### src/rtl/inst_cache_pkg.sv
// Shared types for the instruction cache: the RV32I word type and the
// cache-specific FSM state plus width helpers derived from the geometry.

package rv32i_types;
  typedef logic [31:0] rv32i_word;
endpackage : rv32i_types

package cache_types;

  typedef enum logic {
    IDLE = 1'b0,
    FILL = 1'b1
  } cache_state_t;

  // Tag width left over once the byte offset and set index are removed.
  function automatic int tag_w(input int s_offset, input int s_index);
    return 32 - s_offset - s_index;
  endfunction

  // Line width in bits for a line of 2**s_offset bytes.
  function automatic int line_w(input int s_offset);
    return 8 * (1 << s_offset);
  endfunction

endpackage : cache_types

### src/rtl/inst_cache_array.sv
// Valid/tag/line storage for the direct-mapped cache. Valid bits are
// cleared by the asynchronous reset. Tags and lines have no reset. There
// is one synchronous write port and one combinational read port.

module cache_array
  import cache_types::*;
#(
  parameter  int S_OFFSET = 5,
  parameter  int S_INDEX  = 3,
  localparam int TAG_W    = tag_w(S_OFFSET, S_INDEX),
  localparam int LINE_W   = line_w(S_OFFSET),
  localparam int SETS     = 1 << S_INDEX
) (
  input  logic               clk,
  input  logic               rst,
  input  logic               we,
  input  logic [S_INDEX-1:0] windex,
  input  logic [TAG_W-1:0]   wtag,
  input  logic [LINE_W-1:0]  wline,
  input  logic [S_INDEX-1:0] rindex,
  output logic               rvalid,
  output logic [TAG_W-1:0]   rtag,
  output logic [LINE_W-1:0]  rline
);

  logic [SETS-1:0]   valid;
  logic [TAG_W-1:0]  tags  [SETS];
  logic [LINE_W-1:0] lines [SETS];

  // Valid bits: cleared on reset, set when a fill lands in a set.
  always_ff @(posedge clk or posedge rst) begin
    if (rst) begin
      valid <= '0;
    end else if (we) begin
      valid[windex] <= 1'b1;
    end
  end

  // Tag and line payload: written on a fill, meaningless until valid is set.
  always_ff @(posedge clk) begin
    if (we) begin
      tags[windex]  <= wtag;
      lines[windex] <= wline;
    end
  end

  assign rvalid = valid[rindex];
  assign rtag   = tags[rindex];
  assign rline  = lines[rindex];

endmodule : cache_array

### src/rtl/inst_cache.sv
// Direct-mapped read-only instruction cache. Hits answer in the same cycle.
// A miss latches its line address and fetches the whole line from physical
// memory. The request then hits on the cycle after the fill lands.

module inst_cache
  import rv32i_types::*;
  import cache_types::*;
#(
  parameter  int S_OFFSET = 5,
  parameter  int S_INDEX  = 3,
  localparam int TAG_W    = tag_w(S_OFFSET, S_INDEX),
  localparam int LINE_W   = line_w(S_OFFSET),
  localparam int WSEL_W   = S_OFFSET - 2
) (
  input  logic              clk,
  input  logic              rst,
  input  logic              mem_read,
  input  rv32i_word         mem_address,
  output rv32i_word         mem_rdata,
  output logic              mem_resp,
  output logic              pmem_read,
  output rv32i_word         pmem_address,
  input  logic [LINE_W-1:0] pmem_rdata,
  input  logic              pmem_resp,
  output logic [31:0]       hit_count,
  output logic [31:0]       miss_count
);

  cache_state_t       state;
  logic [TAG_W-1:0]   fill_tag;
  logic [S_INDEX-1:0] fill_index;

  logic [TAG_W-1:0]   req_tag;
  logic [S_INDEX-1:0] req_index;
  logic [WSEL_W-1:0]  word_sel;
  logic               addr_unused;

  logic               arr_valid;
  logic [TAG_W-1:0]   arr_tag;
  logic [LINE_W-1:0]  arr_line;
  logic               arr_we;
  logic               hit;

  assign req_tag     = mem_address[31 -: TAG_W];
  assign req_index   = mem_address[S_OFFSET +: S_INDEX];
  assign word_sel    = mem_address[2 +: WSEL_W];
  assign addr_unused = ^mem_address[1:0];

  cache_array #(
    .S_OFFSET (S_OFFSET),
    .S_INDEX  (S_INDEX)
  ) u_array (
    .clk    (clk),
    .rst    (rst),
    .we     (arr_we),
    .windex (fill_index),
    .wtag   (fill_tag),
    .wline  (pmem_rdata),
    .rindex (req_index),
    .rvalid (arr_valid),
    .rtag   (arr_tag),
    .rline  (arr_line)
  );

  // Only lookups made in IDLE can hit, so a request that moves during a
  // fill is never answered until the fill has landed and it is re-checked.
  assign hit       = (state == IDLE) && mem_read && arr_valid && (arr_tag == req_tag);
  assign mem_resp  = hit;
  assign mem_rdata = arr_line[{word_sel, 5'b0} +: 32];

  // The fill writes the latched set only while FILL is live. A reset
  // returns the FSM to IDLE, so a late pmem_resp cannot reach the array.
  assign arr_we = (state == FILL) && pmem_resp;

  // FSM, fill-address register, registered pmem request and counters.
  always_ff @(posedge clk or posedge rst) begin
    if (rst) begin
      state        <= IDLE;
      fill_tag     <= '0;
      fill_index   <= '0;
      pmem_read    <= 1'b0;
      pmem_address <= '0;
      hit_count    <= '0;
      miss_count   <= '0;
    end else begin
      case (state)
        IDLE: begin
          if (mem_read) begin
            if (hit) begin
              hit_count <= hit_count + 32'd1;
            end else begin
              fill_tag     <= req_tag;
              fill_index   <= req_index;
              miss_count   <= miss_count + 32'd1;
              pmem_read    <= 1'b1;
              pmem_address <= {req_tag, req_index, {S_OFFSET{1'b0}}};
              state        <= FILL;
            end
          end
        end
        FILL: begin
          if (pmem_resp) begin
            pmem_read <= 1'b0;
            state     <= IDLE;
          end
        end
        default: begin
          pmem_read <= 1'b0;
          state     <= IDLE;
        end
      endcase
    end
  end

endmodule : inst_cache
### config.mk
export PLATFORM = sky130hd
export DESIGN_NAME = inst_cache
export DESIGN_NICKNAME = d
export VERILOG_FILES = /design/src/rtl/inst_cache_pkg.sv /design/src/rtl/inst_cache_array.sv /design/src/rtl/inst_cache.sv
export SDC_FILE = /design/constraint.sdc
export NUM_CORES = 2
export LEC_CHECK = 0
export CAP_MARGIN = 30
export CORE_UTILIZATION = 60
export DETAILED_ROUTE_END_ITERATION = 10
export PLACE_DENSITY = 0.87
export SYNTH_ARGS = -nofsm -noshare
export SYNTH_HDL_FRONTEND = slang
export SYNTH_HIERARCHICAL = 1
export SYNTH_SLANG_ARGS = --single-unit
### constraint.sdc
create_clock -name clk -period 43.9 [get_ports clk]
set_input_delay 8.78 -clock clk [delete_from_list [all_inputs] [get_ports clk]]
set_output_delay 8.78 -clock clk [all_outputs]
set_load 0.005 [all_outputs]
-- Yosys cells after proc, flatten, opt, wreduce, memory -nomap -nowiden
Memories as Yosys holds them, arrays and structs flattened.
Index checks and enable logic that the tools add are counted.
- flip-flop bits (word level): 128
- RAM bits: 2240
- output and inout port bits: 130
- memories kept: 2
- $add $sub $neg: 2
- order comparisons: 3
- equality and inequality tests: 4
- shifts and indexed selects: 1
- mux-type cells: 14
- bitwise operators: 3
- reductions and logical operators: 8
- memories (memory ; words ; bits a word ; rd ports ; clocked after memory_dff ; write ports ; RTL line ; RTL):
    u_array.lines ; 8 ; 256 ; 1 ; 0 ; 1 ; inst_cache_array.sv:28 ; logic [LINE_W-1:0] lines [SETS];
    u_array.tags ; 8 ; 24 ; 1 ; 0 ; 1 ; inst_cache_array.sv:27 ; logic [TAG_W-1:0] tags [SETS];
- operators by type and width (cell ; number):
    $shiftx 256x9->32 ; 1
    $add 32x1->32 const B ; 2
    $eq 24x24->1 ; 1
    $mux 1 ; 10
    $reduce_and 3->1 ; 3
    $lt 3x4->1 const B ; 2
    $or 8x8->8 ; 1
    $ne 2x2->1 const B ; 3
    $logic_and 1x1->1 ; 5
    $pmux 1 s2 ; 2
    $bmux 1 s3 ; 1
    $demux 1 s3 ; 1
    $ge 3x1->1 const B ; 1
    $not 1->1 ; 2

-- Depth between registers and ports, before layout
- depth after elaboration: 7
- depth in mapped cells: 13
- depth with buffers taken out: 8

-- Cells and area by module
The synthesis kept the hierarchy.
- by module, submodules not included (module ; instances ; cells each ; area each (µm²) ; seq. area each (µm²)):
    cache_array ; 1 ; 3273 ; 84263.3 ; 67464.7
    inst_cache ; 1 ; 512 ; 6341.1 ; 2327.2

-- Worst setup path before layout
OpenSTA, ideal clock, no wires.
- kind: input to register
- from: in pmem_resp
- to: reg u_array.valid[0]
- setup time: 0.197 ns
- arrival time: 39.981 ns
- slack: 3.722 ns
- stages on the path: 3
- cell sequence: and2_1 nor4b_1 or2_2
- word-level cells in the longest chain between the ends: 1
- ends and longest elaborated chain (element ; RTL line ; RTL):
    from (decl) ; inst_cache.sv:24 ; input logic pmem_resp,
    $logic_and 1x1->1 ; inst_cache.sv:73 ; assign arr_we = (state == FILL) && pmem_resp;
    to (signal assigned) ; inst_cache_array.sv:33 ; valid <= '0;
    to (signal, indexed assignment) ; inst_cache_array.sv:35 ; valid[windex] <= 1'b1;
    to (decl) ; inst_cache_array.sv:26 ; logic [SETS-1:0] valid;
Every way passes these cells.
A chain may end at the register's enable or synchronous reset.

-- Worst setup path after layout
- from: in mem_address[5]
- to: out mem_rdata[23]
- word-level cells in the longest chain between the ends: 2
- ends and longest elaborated chain (element ; RTL line ; RTL):
    from (decl) ; inst_cache.sv:18 ; input rv32i_word mem_address,
    $mem_v2 8x256 ; -- ;
    via arr_line[119] ; inst_cache.sv:40 ; logic [LINE_W-1:0] arr_line;
    $shiftx 256x9->32 ; inst_cache.sv:69 ; assign mem_rdata = arr_line[{word_sel, 5'b0} +: 32];
    to (decl) ; inst_cache.sv:19 ; output rv32i_word mem_rdata,
The timed path passes the listed nets, and every way through them passes these cells.

==> implementation parameters <==
Parameter                              Value

Run status
  Result of the run    completed

Synthesis
  Synthesized cell area    90600 sq um
  Flip-flop and latch count after synthesis    roughly 2300
  Portion of the post-synthesis area used by sequential elements    between 70% and 80%
  Post-Syn Area per Cell    approximately 24 sq um
  Cell types with the largest area share after synthesis    sky130_fd_sc_hd__edfxtp_1 (74%), sky130_fd_sc_hd__mux4_2 (16%), sky130_fd_sc_hd__mux2_2 (4.2%)
  Gate count of the mapped netlist    roughly 3800
  Async set or reset register ratio after synthesis    under 10%
  Synthesis Warnings    6
  Cell taking the most area after synthesis    sky130_fd_sc_hd__edfxtp_1
  Dominant register cell in the synthesized netlist    sky130_fd_sc_hd__edfxtp_1
  EDFF count, synth    between 2000 and 2500
  Area fraction of the dominant cell type after synthesis    roughly three quarters
  Distinct cell type count of the synthesized netlist    39

Timing
  Slew @ Worst Pin    1.31 ns
  Slew Limit Fails    0
  TNS Setup    0 ns
  Worst rel slew slack    approximately 13%
  Part of the cycle the worst path needs    53.7%
  Setup WS post-layout    20.33 ns
  Final hold violation count    0
  Final clock skew    roughly 0.058 ns
  Worst Hold Slack    approximately 0.47 ns
  Unrepaired setup endpoints after global routing    false
  Setup Viol. Count Final    0
  Fmax    about 0.042 GHz
  Shortest period the worst path allows    roughly 24 ns

Critical path
  Path type of the worst setup path    in2out
  Slowest library cell on the worst path    sky130_fd_sc_hd__buf_4
  Register-to-Register Setup Slack    just under 40 ns
  Kind of start point of the critical path    input port
  Critical path data required time    between 30 and 40 ns
  Cell repeated most along the worst path    sky130_fd_sc_hd__buf_4
  Delay contributed by the slowest stage of the critical path    about 0.76 ns
  Arrival time at the worst endpoint    14.79 ns
  Cell family with the largest share of critical-path delay    buffers and inverters
  Critical Path Fanout Max    69
  Chain of cells forming the critical path    buf_8 -> buf_4 -> buf_4 -> buf_16 -> buf_4 -> buf_16 -> buf_4 -> mux4_2 -> mux2_2 -> mux4_2 -> mux2_2 -> clkdlybuf4s50_1
  Endpoint kind of the worst setup timing path    output pin
  Count of buffering cells on the critical path with inverters included    8

Floorplan
  Chip Width    between 300 and 400 um
  Number of placed I/O pins    ~420
  Die Y    between 300 and 400 um
  Die Outline Area    153000 sq um
  Initial cell density of the core    60.5%
  Area of the core region    between 100000 and 150000 sq um
  Cell row count    between 100 and 150

Clock network
  Clock-pin slew reported for the worst setup and hold paths after clock tree synthesis    0.07 ns
  CTS Buf Count    around 220
  Clock insertion delay at the later pin of the skew report    about 0.87 ns
  Number of buffers between clock root and the deepest sink    3
  Number of levels in the clock H-tree    4
  Clk root buf    sky130_fd_sc_hd__clkbuf_16
  Number of gates resized after CTS    0
  Clock Sink Count    2341
  Number of buffers inserted to repair setup after CTS    0
  Clock tree from TritonCTS    done
  Post-CTS Hold Buffers    0

Finish
  Area growth from synthesis to layout    15.1%
  Share of cells above drive strength 1    30.3%
  Non-filler cells, final    approximately 6500
  Final nets    about 4600

Routing
  Initial DRC count    approximately 4800
  Via count    around 43000
  Number of search-and-repair iterations in the first detailed-routing pass    5
  Number of design rule violations left after detail routing    0
  Post-detailed-route count of antenna-violating nets    0
  Total routed wirelength    roughly 220000 um
  Number of vias per cell    between 6 and 7
  Routed length per instance    33.1 um

Global route
  Vias in the first global route    44200
  Largest net degree at the start of global routing    around 150
  Total overflow reported by the global router    0
  All-Layer GR Usage    between 20% and 30%
  Initial antenna violation count    54
  First-pass GRT wire length    ~310000 um

Place
  Number of I/O port buffers    between 400 and 500
  Inst Count DP    between 6000 and 7000
  Final Wtd Congestion    approximately 0.84
  Worst slack after detailed placement    between 15 and 20 ns
  Post-DP HPWL    114000 um

Run
  Max-cap check violation count    0

Power and ir drop
  Overall power of the completed layout    between 4000 and 5000 uW
  Total power divided by cell area    approximately 46 nW/um^2
  Max IR drop VDD    slightly below 0.00005 V
  Leak Pwr    around 0.033 uW

Min path
  Hold crit path type    reg2reg
-- cell usage in the layout, fill, tap and decap left out, types with 11 or more instances in the layout --
master | netlist | routed
sky130_fd_sc_hd__clkbuf_1 | 93 | 38
sky130_fd_sc_hd__mux4_2 | 626 | 626
sky130_fd_sc_hd__nand4_1 | 33 | 33
sky130_fd_sc_hd__nand2_1 | 32 | 32
sky130_fd_sc_hd__nand3_1 | 15 | 15
sky130_fd_sc_hd__clkbuf_16 | 0 | 220
sky130_fd_sc_hd__clkinv_1 | 0 | 61
sky130_fd_sc_hd__nor3_1 | 30 | 27
sky130_fd_sc_hd__diode_2 | 0 | 35
sky130_fd_sc_hd__buf_4 | 5 | 49
sky130_fd_sc_hd__inv_1 | 14 | 13
sky130_fd_sc_hd__clkinv_2 | 0 | 39
sky130_fd_sc_hd__buf_12 | 0 | 11
sky130_fd_sc_hd__nor2_1 | 18 | 17
sky130_fd_sc_hd__dfrtp_1 | 101 | 101
sky130_fd_sc_hd__xor2_1 | 28 | 28
sky130_fd_sc_hd__xnor2_1 | 58 | 58
sky130_fd_sc_hd__bufinv_16 | 0 | 20
sky130_fd_sc_hd__clkdlybuf4s50_1 | 0 | 408
sky130_fd_sc_hd__mux2_2 | 336 | 336
sky130_fd_sc_hd__edfxtp_1 | 2240 | 2240
-- power by group --
group / leakage [uW] / total [uW] / internal [uW] / switching [uW]
clock: 0.00344 / 1870 / 1040 / 826
combinational: 0.00801 / 374 / 174 / 200
sequential: 0.0215 / 2600 / 2550 / 45.7
total: 0.0329 / 4840 / 3770 / 1070
-- final timing paths --
kind | start | to | cells after the start
max | mem_address[5] | mem_rdata[23] | 12
min | miss_count[31] | miss_count[31] | 1
max reg2reg | fill_index[0] | u_array/lines[1][248] | 5
min reg2reg | miss_count[31] | miss_count[31] | 1
max in group asynchronous | rst | miss_count[30] | 3
min in group asynchronous | rst | u_array/valid[6] | 2
-- kinds of logic (layout without fill, tap and decap cells) --
kind of cell | Yosys count | after routing | share of synthesized area [%]
other | 1 | 40 | 0.00414
flip-flops | 2341 | 2341 | 77.0
multiplexers | 967 | 967 | 19.8
AND/OR/NAND/NOR | 171 | 171 | 1.03
XOR/XNOR | 86 | 86 | 0.831
buffers and inverters | 209 | 898 | 1.20
adder cells (fa/ha/maj) | 2 | 2 | 0.0276
AO/OA/AOI/OAI | 8 | 8 | 0.0815
-- metal layers --
metal | vias up | GRT usage [%] | share of wire, %
li1 | 17200 | - | -
met1 | 22400 | 35.9 | 35
met2 | 2514 | 48.5 | 52
met3 | 426 | 6.93 | 9.3
met4 | 44 | 11.0 | 3.6
met5 | - | 0 | 0.13
-- sequential cells by signal, indices dropped and copies added (netlist names) --
signal,count
pmem_address,1
fill_index,2
fill_tag,24
miss_count,32
hit_count,32
u_array/valid,8
u_array/lines,2048
u_array/tags,192
state,1
pmem_read,1
-- final cells by class --
class / count / area (sq um)
multi-input combinational: 1239 / 19800
clock inverter: 145 / 1420
inverter: 14 / 53.8
timing repair buffer: 480 / 4930
fill: 8181 / 45500
clock buffer: 259 / 5660
antenna: 35 / 87.6
tap: 2016 / 2520
sequential: 2341 / 69800
-- synth_stat cells (2+ instances only) --
cell type	n
sky130_fd_sc_hd__or4b_2	3
sky130_fd_sc_hd__buf_6	26
sky130_fd_sc_hd__nand2b_1	5
sky130_fd_sc_hd__o21ai_0	2
sky130_fd_sc_hd__buf_2	69
sky130_fd_sc_hd__nand4_1	33
sky130_fd_sc_hd__or4_1	2
sky130_fd_sc_hd__a41o_1	4
sky130_fd_sc_hd__and3_1	9
sky130_fd_sc_hd__xor2_1	28
sky130_fd_sc_hd__buf_4	5
sky130_fd_sc_hd__mux4_2	626
sky130_fd_sc_hd__nor2b_1	2
sky130_fd_sc_hd__inv_1	14
sky130_fd_sc_hd__nor2_1	18
sky130_fd_sc_hd__nor4_1	6
sky130_fd_sc_hd__mux2_2	336
sky130_fd_sc_hd__edfxtp_1	2240
sky130_fd_sc_hd__buf_1	2
sky130_fd_sc_hd__nand3_1	15
sky130_fd_sc_hd__clkbuf_1	93
sky130_fd_sc_hd__ha_1	2
sky130_fd_sc_hd__nor3_1	30
sky130_fd_sc_hd__and2_1	2
sky130_fd_sc_hd__xnor2_1	58
sky130_fd_sc_hd__mux2_1	5
sky130_fd_sc_hd__nor4bb_1	2
sky130_fd_sc_hd__nand2_1	32
sky130_fd_sc_hd__dfrtp_1	101
sky130_fd_sc_hd__and4_1	4
sky130_fd_sc_hd__or2_2	3
-- through the flow --
step	instance area (sq um)	util, %
floorplan	90600	-
global placement	96900	64.7
detailed placement	97000	64.8
CTS	104000	69.5
global route	104000	69.6
finish	104000	69.6
Note: power is estimated with default switching activity, not from simulation.
